[src/rtl/bcd_pkg.sv]
// Shared definitions for the BCD serial arithmetic blocks.
//   DIGIT_W   : bits per BCD digit
//   BCD_MAX   : largest legal digit value
//   BCD_RADIX : decimal radix used for the ten-correction
//   state_e   : sequencing FSM encoding (IDLE, RUN, FIN)
//   digit_ok  : returns 1 when a 4-bit digit is a legal BCD value
package bcd_pkg;

  localparam int         DIGIT_W   = 4;
  localparam logic [3:0] BCD_MAX   = 4'd9;
  localparam logic [3:0] BCD_RADIX = 4'd10;

  typedef enum logic [1:0] {
    IDLE = 2'd0,
    RUN  = 2'd1,
    FIN  = 2'd2
  } state_e;

  function automatic logic digit_ok(input logic [DIGIT_W-1:0] digit);
    digit_ok = (digit <= BCD_MAX);
  endfunction

endpackage

[src/rtl/bcd_digit_sub.sv]
// Single-digit BCD subtractor with ten-correction (combinational).
//   a, b : minuend / subtrahend digit
//   bin  : borrow in from the less significant digit
//   d    : result digit (0..9 for legal inputs)
//   bout : borrow out to the next digit
module bcd_digit_sub
  import bcd_pkg::*;
(
  input  logic [DIGIT_W-1:0] a,
  input  logic [DIGIT_W-1:0] b,
  input  logic               bin,
  output logic [DIGIT_W-1:0] d,
  output logic               bout
);

  logic [DIGIT_W:0] t_s;

  // 5-bit signed difference; bit 4 is the sign, so a negative result
  // gets ten added back (the +10 wraps correctly in the low four bits).
  always_comb begin
    t_s = {1'b0, a} - {1'b0, b} - {4'd0, bin};
    if (t_s[DIGIT_W]) begin
      d    = t_s[DIGIT_W-1:0] + BCD_RADIX;
      bout = 1'b1;
    end else begin
      d    = t_s[DIGIT_W-1:0];
      bout = 1'b0;
    end
  end

endmodule

[src/rtl/bcd_serial_subtractor.sv]
// Digit-serial BCD subtractor: Diff = A - B, least-significant digit first,
// one digit per clock, with a start/busy/done handshake.
//   clk, rst : clock, synchronous active-high reset
//   start    : request, accepted only in IDLE
//   A, B     : packed BCD operands, sampled at acceptance only
//   Diff     : packed BCD result (ten's complement when Borrow=1)
//   Borrow   : final borrow, 1 when A < B
//   Invalid  : some operand digit was > 9 (Diff and Borrow forced to 0)
//   busy     : high from the cycle after acceptance through the done cycle
//   done     : one-cycle pulse; results hold afterwards until the next start
module bcd_serial_subtractor
  import bcd_pkg::*;
#(
  parameter int NDIGITS = 4
) (
  input  logic                       clk,
  input  logic                       rst,
  input  logic                       start,
  input  logic [DIGIT_W*NDIGITS-1:0] A,
  input  logic [DIGIT_W*NDIGITS-1:0] B,
  output logic [DIGIT_W*NDIGITS-1:0] Diff,
  output logic                       Borrow,
  output logic                       Invalid,
  output logic                       busy,
  output logic                       done
);

  localparam int W     = DIGIT_W * NDIGITS;
  localparam int IDX_W = (NDIGITS > 1) ? $clog2(NDIGITS) : 1;
  localparam logic [IDX_W-1:0] LAST_IDX = IDX_W'(NDIGITS - 1);

  state_e             state_r, next_state_s;
  logic [W-1:0]       a_r, b_r, diff_r;
  logic [IDX_W-1:0]   idx_r;
  logic               borrow_r, borrow_out_r, invalid_r, busy_r, done_r;
  logic               any_bad_s, last_s;
  logic [DIGIT_W-1:0] d_s;
  logic               bout_s;

  assign last_s = (idx_r == LAST_IDX);

  // One shared digit slice, steered by the running digit index.
  bcd_digit_sub u_digit (
    .a    (a_r[idx_r*DIGIT_W +: DIGIT_W]),
    .b    (b_r[idx_r*DIGIT_W +: DIGIT_W]),
    .bin  (borrow_r),
    .d    (d_s),
    .bout (bout_s)
  );

  // Flag any non-BCD digit on the live operand inputs (used at acceptance).
  always_comb begin
    any_bad_s = 1'b0;
    for (int i = 0; i < NDIGITS; i++) begin
      if (!digit_ok(A[i*DIGIT_W +: DIGIT_W]) || !digit_ok(B[i*DIGIT_W +: DIGIT_W])) begin
        any_bad_s = 1'b1;
      end else begin
        any_bad_s = any_bad_s;
      end
    end
  end

  // FSM state register.
  always_ff @(posedge clk) begin
    if (rst) begin
      state_r <= IDLE;
    end else begin
      state_r <= next_state_s;
    end
  end

  // Next-state logic; invalid operands skip RUN and finish immediately.
  always_comb begin
    next_state_s = state_r;
    case (state_r)
      IDLE: begin
        if (start) begin
          if (any_bad_s) begin
            next_state_s = FIN;
          end else begin
            next_state_s = RUN;
          end
        end else begin
          next_state_s = IDLE;
        end
      end
      RUN: begin
        if (last_s) begin
          next_state_s = FIN;
        end else begin
          next_state_s = RUN;
        end
      end
      FIN:     next_state_s = IDLE;
      default: next_state_s = IDLE;
    endcase
  end

  // Datapath: operand capture, per-digit result write, borrow tracking.
  always_ff @(posedge clk) begin
    if (rst) begin
      a_r          <= '0;
      b_r          <= '0;
      diff_r       <= '0;
      idx_r        <= '0;
      borrow_r     <= 1'b0;
      borrow_out_r <= 1'b0;
      invalid_r    <= 1'b0;
    end else begin
      case (state_r)
        IDLE: begin
          if (start) begin
            a_r          <= A;
            b_r          <= B;
            diff_r       <= '0;
            idx_r        <= '0;
            borrow_r     <= 1'b0;
            borrow_out_r <= 1'b0;
            invalid_r    <= any_bad_s;
          end
        end
        RUN: begin
          diff_r[idx_r*DIGIT_W +: DIGIT_W] <= d_s;
          borrow_r <= bout_s;
          idx_r    <= idx_r + IDX_W'(1);
          if (last_s) begin
            borrow_out_r <= bout_s;
          end
        end
        FIN: begin
          idx_r <= '0;
        end
        default: begin
          idx_r <= '0;
        end
      endcase
    end
  end

  // Registered handshake outputs, derived from the upcoming state.
  always_ff @(posedge clk) begin
    if (rst) begin
      busy_r <= 1'b0;
      done_r <= 1'b0;
    end else begin
      busy_r <= (next_state_s != IDLE);
      done_r <= (next_state_s == FIN);
    end
  end

  assign Diff    = diff_r;
  assign Borrow  = borrow_out_r;
  assign Invalid = invalid_r;
  assign busy    = busy_r;
  assign done    = done_r;

endmodule

[config.mk]
export PLATFORM = sky130hd
export DESIGN_NAME = bcd_serial_subtractor
export DESIGN_NICKNAME = d
export VERILOG_FILES = /design/src/rtl/bcd_pkg.sv /design/src/rtl/bcd_digit_sub.sv /design/src/rtl/bcd_serial_subtractor.sv
export SDC_FILE = /design/constraint.sdc
export NUM_CORES = 1
export LEC_CHECK = 0
export CAP_MARGIN = 10
export CORE_MARGIN = 2
export CORE_UTILIZATION = 25
export CTS_BUF_LIST = sky130_fd_sc_hd__clkbuf_2 sky130_fd_sc_hd__clkbuf_4 sky130_fd_sc_hd__clkbuf_8
export DETAILED_ROUTE_END_ITERATION = 10
export GPL_TIMING_DRIVEN = 0
export HOLD_SLACK_MARGIN = 0.06
export REMOVE_ABC_BUFFERS = 1
export SLEW_MARGIN = 20
export SYNTH_ARGS = -nofsm -noshare
export SYNTH_HDL_FRONTEND = slang
export SYNTH_SLANG_ARGS = --single-unit
[constraint.sdc]
create_clock -name clk -period 6 [get_ports clk]
set_input_delay 1.2 -clock clk [delete_from_list [all_inputs] [get_ports clk]]
set_output_delay 1.2 -clock clk [all_outputs]
set_load 0.1 [all_outputs]
* Word-level counts from Yosys, hierarchy flattened
Cells that the tools add are included.
** Storage, ports and cells
- Flip-flop bits (word level) :: 57
- Input bits :: 35
- Word-level logic and storage cells :: 69
** Cells by class
- Add/subtract/negate cells :: 5
- Magnitude comparators :: 8
- Equality and inequality tests :: 5
- Shifts and indexed selects :: 4
- Muxes and demuxes :: 19
- Reduce and logical (&&, ||, !) cells :: 18
** Operator list (count)
- $neg 4->34 :: 1
- $shift 4x34->16 const A :: 1
- $shiftx 4x34->16 :: 1
- $le 4x4->1 const B :: 8
- $pmux 16 s2 :: 1
- $shiftx 16x5->4 :: 2
- $bwmux 16 :: 1
- $mux 16 :: 1
- $logic_not 1->1 :: 8
- $mux 2 :: 4
- $pmux 2 s2 :: 2
- $mux 1 :: 7
- $sub 4x4->5 :: 1
- $sub 5x1->5 :: 1
- $add 4x4->4 const B :: 1
- $eq 2x2->1 const B :: 2
- $logic_or 1x1->1 :: 4
- $mux 4 :: 1
- $ne 2x2->1 const B :: 2
- $pmux 1 s2 :: 2
- $reduce_and 2->1 :: 2
- $reduce_bool 2->1 :: 2
- $reduce_and 3->1 :: 1
- $add 2x1->2 const B :: 1
- 2 further kinds :: 2

* Longest topological paths before layout
- Word-level depth :: 11
- Depth in mapped cells :: 11
- Gate-level depth less buffers :: 10

* Cells and area by module
From an unflattened synthesis, not the netlist that was laid out.
** Unflattened totals
- Cell total of the unflattened synthesis :: 302
- Area total of the unflattened synthesis :: 2643.8 µm²
** By module, submodules not included
- bcd_serial_subtractor :: times used 1, cells an instance 270, area each 2369.8 µm², seq. area each 1141.1 µm²
- bcd_digit_sub :: times used 1, cells an instance 32, area each 274.0 µm², seq. area each 0.0 µm²

* Least setup slack after synthesis
OpenSTA, ideal clock, no wires.
- Path kind :: register -> register
- Start point :: register idx_r[0]
- End point :: register diff_r[7], in the netlist Diff[7]
- Setup time :: 0.064 ns
- Data arrival time :: 3.316 ns
- Data required time :: 5.936 ns
- Setup slack :: 2.620 ns
- Cell stages (with the launch flop) :: 10
- Period minus slack after synthesis :: 3.380 ns
- Path through :: dfxtp_1 -> buf_2 -> mux4_2 -> fa_1 -> fa_1 -> nand2b_1 -> a211o_1 -> a21o_1 -> or4_1 -> nand3_1
** Between the ends
- Cells in the longest elaborated chain, start to end :: 8
- Elaborated cells between the ends (all ways) :: 11
- Those cells by class :: add/sub (4); shift (4); mux (3)
** Ends and longest elaborated chain
- start: declaration :: RTL line bcd_serial_subtractor.sv:34 : logic [IDX_W-1:0] idx_r;
- start signal: assignment :: RTL line bcd_serial_subtractor.sv:125 : idx_r <= idx_r + IDX_W'(1);
- $shiftx 16x5->4, on equally long branches :: RTL line bcd_serial_subtractor.sv:44, bcd_serial_subtractor.sv:45
- $sub 4x4->5 :: RTL line bcd_digit_sub.sv:21 : t_s = {1'b0, a} - {1'b0, b} - {4'd0, bin};
- $sub 5x1->5 :: RTL line bcd_digit_sub.sv:21
- $add 4x4->4 :: RTL line bcd_digit_sub.sv:23 : d = t_s[DIGIT_W-1:0] + BCD_RADIX;
- $mux 4 :: RTL line bcd_digit_sub.sv:22 : if (t_s[DIGIT_W]) begin
- $shiftx 4x34->16 :: RTL line bcd_serial_subtractor.sv:123 : diff_r[idx_r*DIGIT_W +: DIGIT_W] <= d_s;
- $bwmux 16 (*) :: RTL line bcd_serial_subtractor.sv:123
- $pmux 16 s2 (*) :: RTL line bcd_serial_subtractor.sv:110 : case (state_r)
- end signal: indexed assignment :: RTL line bcd_serial_subtractor.sv:123
- end: declaration :: RTL line bcd_serial_subtractor.sv:33 : logic [W-1:0] a_r, b_r, diff_r;
Mark *: on every way between the ends. The rest lies on a longest branch, timed or not.
A chain may end at the register's enable or synchronous reset.

* Worst setup path in the final report
- Start point :: register idx_r[0]
- End point :: register diff_r[3], in the netlist Diff[3]
The elaborated chain is that of the path after synthesis.

==> impl_metrics.json <==
{
  "synth_common_cells": "74 x nand2_1, 57 x dfxtp_1, 41 x a21oi_1, 16 x nor2_1, 14 x clkbuf_1",
  "async_reset_ff_share_pct": 0,
  "area_growth_pct": 31.9,
  "antenna_found_initial": 0,
  "min_from": "a_r[8]",
  "drc": 0,
  "worstPathMaxFanout": 14,
  "synth.most_common_cell": "nand2_1",
  "layout.cells.non_filler": 504,
  "cts_resized": 0,
  "drv_slew": 0,
  "reg2reg_setup_slack_ns": 2.22,
  "synth_edf_count": 0,
  "clk_latency_ns": 0.34,
  "drtIter0Drc": 71,
  "cp-start-kind": "flip-flop",
  "worst_r2r_endpoint": "Diff[3]",
  "rr_worst_depth": 8,
  "synthCells": 316,
  "hold_viol_final": 0,
  "fin_nets": 409,
  "holdBufCountCts": 0,
  "fill_cells": 1111,
  "clockRootBuffer": "clkbuf_8",
  "synth_cell_types": 42,
  "slew_headroom_pct": 34.1,
  "die_area_mm2": 0.0117,
  "internal-power_uw": 689,
  "dpl.cell_count": 488,
  "rows": 37,
  "ant_nets": 0,
  "gp_routability_congestion": 0.756,
  "p_per_area_mw_per_mm2": 262,
  "tightest_slew_ns": 0.986,
  "dpl-instance-area_mm2": 0.00335,
  "timing.setup.tns_ns": 0,
  "min_period_ns": 3.78,
  "synth_top_area_share_pct": 42.2,
  "cts.sinks": 57,
  "power_frac_clock_pct": 41.8,
  "gr-max-usage-layer": "met2",
  "hold_slack_ns": 0.453,
  "finClkSkew_ns": 0.0105,
  "synthFlopType": "dfxtp_1",
  "finalCritPeriodShare_pct": 63.0,
  "totalWireLength_um": 6580,
  "layout_setup_ws_ns": 2.22,
  "boundaryPins": 55,
  "rsz0062_at_grt": "false",
  "core-area_mm2": 0.0104,
  "start_util_pct": 25.9,
  "setup_viol": 0,
  "fin_area_mm2": 0.00356,
  "cts_setup_buffers": 0,
  "grt_pass1_vias": 2251,
  "drv_cap": 0,
  "peakVddDrop_mv": 0.101,
  "synth_seq_cells": 57,
  "viasPerCell": 4.61,
  "worst_setup_path_end_kind": "flip-flop",
  "rr_startpoint": "idx_r[0]",
  "cts.path.max_buffers": 2,
  "drive_above_1_share_pct": 8.70,
  "grtUsageTotal_pct": 11.9,
  "synth_top_cell_by_area": "dfxtp_1",
  "grtUsageMet2_pct": 18.9,
  "combPwrFrac_pct": 15.1,
  "preCtsSetupSlack_ns": 2.20,
  "drt-wirelength-per-cell_um": 13.1,
  "synth.area.top_cells": "dfxtp_1 42%, nand2_1 10%, a21oi_1 7.6%",
  "dp_hpwl_um": 4770,
  "p_seq_share_pct": 43.2,
  "clk_pin_slew_ns": 0.06,
  "num_vias": 2323,
  "die-width_um": 108,
  "syn_avg_cell_area_um2": 8.55,
  "hp-class": "reg2reg",
  "grt_util_met1_pct": 15.5,
  "worst-setup-path-type": "reg2reg",
  "swShare_pct": 26.1,
  "power_switching_uw": 243,
  "synth_area_mm2": 0.00270,
  "antenna_cells": 0,
  "port_buffers": 54,
  "fmax_ghz": 0.265,
  "die_h_um": 108,
  "ys_warn_count": 0,
  "critPathRequiredTime_ns": 6.28,
  "use_met3_pct": 3.68,
  "cts_tree": "done",
  "htree_levels": 3,
  "grt_pass1_wl_um": 10800,
  "seq_area_frac_synth_pct": 42.2,
  "hold_depth": 2,
  "run_status": "finished clean",
  "first_pass_iters": 4,
  "p_leak_nw": 1.26,
  "holdPathEnd": "a_r[8]",
  "grt_overflow": 0,
  "grt_max_degree": 35,
  "cts_made_buffers": 9,
  "worstPathArrival_ns": 4.06
}
cell type report:
class / count / area [um^2] / share of cell area [%]
Multi-Input combinational cell: 229 / 1440 / 40.4
Sequential cell: 57 / 1140 / 32.0
Timing Repair Buffer: 55 / 556 / 15.6
Tap cell: 136 / 170 / 4.78
Clock buffer: 10 / 131 / 3.69
Clock inverter: 6 / 82.6 / 2.32
Inverter: 11 / 41.3 / 1.16
worst max-delay path, stage by stage (launching register included):
cell      delay, ns
dfxtp_1        0.83
mux4_2         0.60
fa_1           0.44
fa_1           0.45
nand2b_1       0.19
a211o_1        0.34
a21o_1         0.28
or4b_1         0.51
nand3_1        0.07
cell families after synthesis:
kind of cell               count (synthesis)  share of synthesized area, %
AOI/OAI and AO/OA                         70                          14.9
xor gates and xnor gates                   3                          1.53
adders and majority gates                 11                          5.65
buffers and inverters                     30                          4.72
DFF                                       57                          42.2
muxes                                      8                          6.67
and+or+nand+nor                          137                          24.3
stage by stage:
stage               power (mW)  util (%)
detailed placement       0.552      32.1
global route             0.975      34.2
CTS                      0.943      34.2
finish                   0.932      34.2
global placement         0.547      31.9
floorplan                0.492         -
flip-flops by register name, indices dropped and copies added (netlist names):
signal    cells
Borrow        1
Diff         16
Invalid       1
a_r          16
b_r          16
borrow_r      1
busy          1
done          1
idx_r         2
state_r       2
layer usage:
metal  part of all wire, %  up-vias  wire length [um]
met5                     0        -                 0
met4                   1.3        0                86
met3                   5.3       10               350
met2                    47       62              3060
met1                    47     1061              3080
li1                      -     1190                 -
layout by cell type (no fill, tap or decap), types with 3 or more instances in the layout:
master	netlist	final
dfxtp_1	57	57
clkbuf_8	0	9
nand2_1	74	74
or3_1	4	4
a21oi_1	41	41
or4_1	5	5
a22oi_1	8	8
nand3_1	8	8
clkinv_2	0	3
mux4_2	8	8
nor2_1	16	15
a21o_1	6	6
clkdlybuf4s50_1	0	53
nand3b_1	4	4
inv_1	10	10
o21ai_0	9	9
ha_1	9	9
nor3_1	6	6
nand2b_1	5	5
how the worst max path moves through the flow:
stage                     startpoint       to  depth (start not counted)
after floorplan             idx_r[0]  Diff[7]                          8
after global placement         start  b_r[15]                          5
after detailed placement    idx_r[0]  Diff[3]                          8
after CTS                   idx_r[0]  Diff[3]                          8
after global routing        idx_r[0]  Diff[3]                          8
final                       idx_r[0]  Diff[3]                          8
power by group through the flow:
| stage | Clock [mW] | Sequential [mW] | Combinational (mW) |
|---|---|---|---|
| final | 0.389 | 0.402 | 0.141 |
| after global routing | 0.416 | 0.404 | 0.154 |
| after CTS | 0.400 | 0.402 | 0.141 |
| after detailed placement | 0 | 0.411 | 0.141 |
| after global placement | 0 | 0.410 | 0.137 |
| after floorplan | 0 | 0.419 | 0.0728 |
Note: power is estimated with default switching activity, not from simulation.
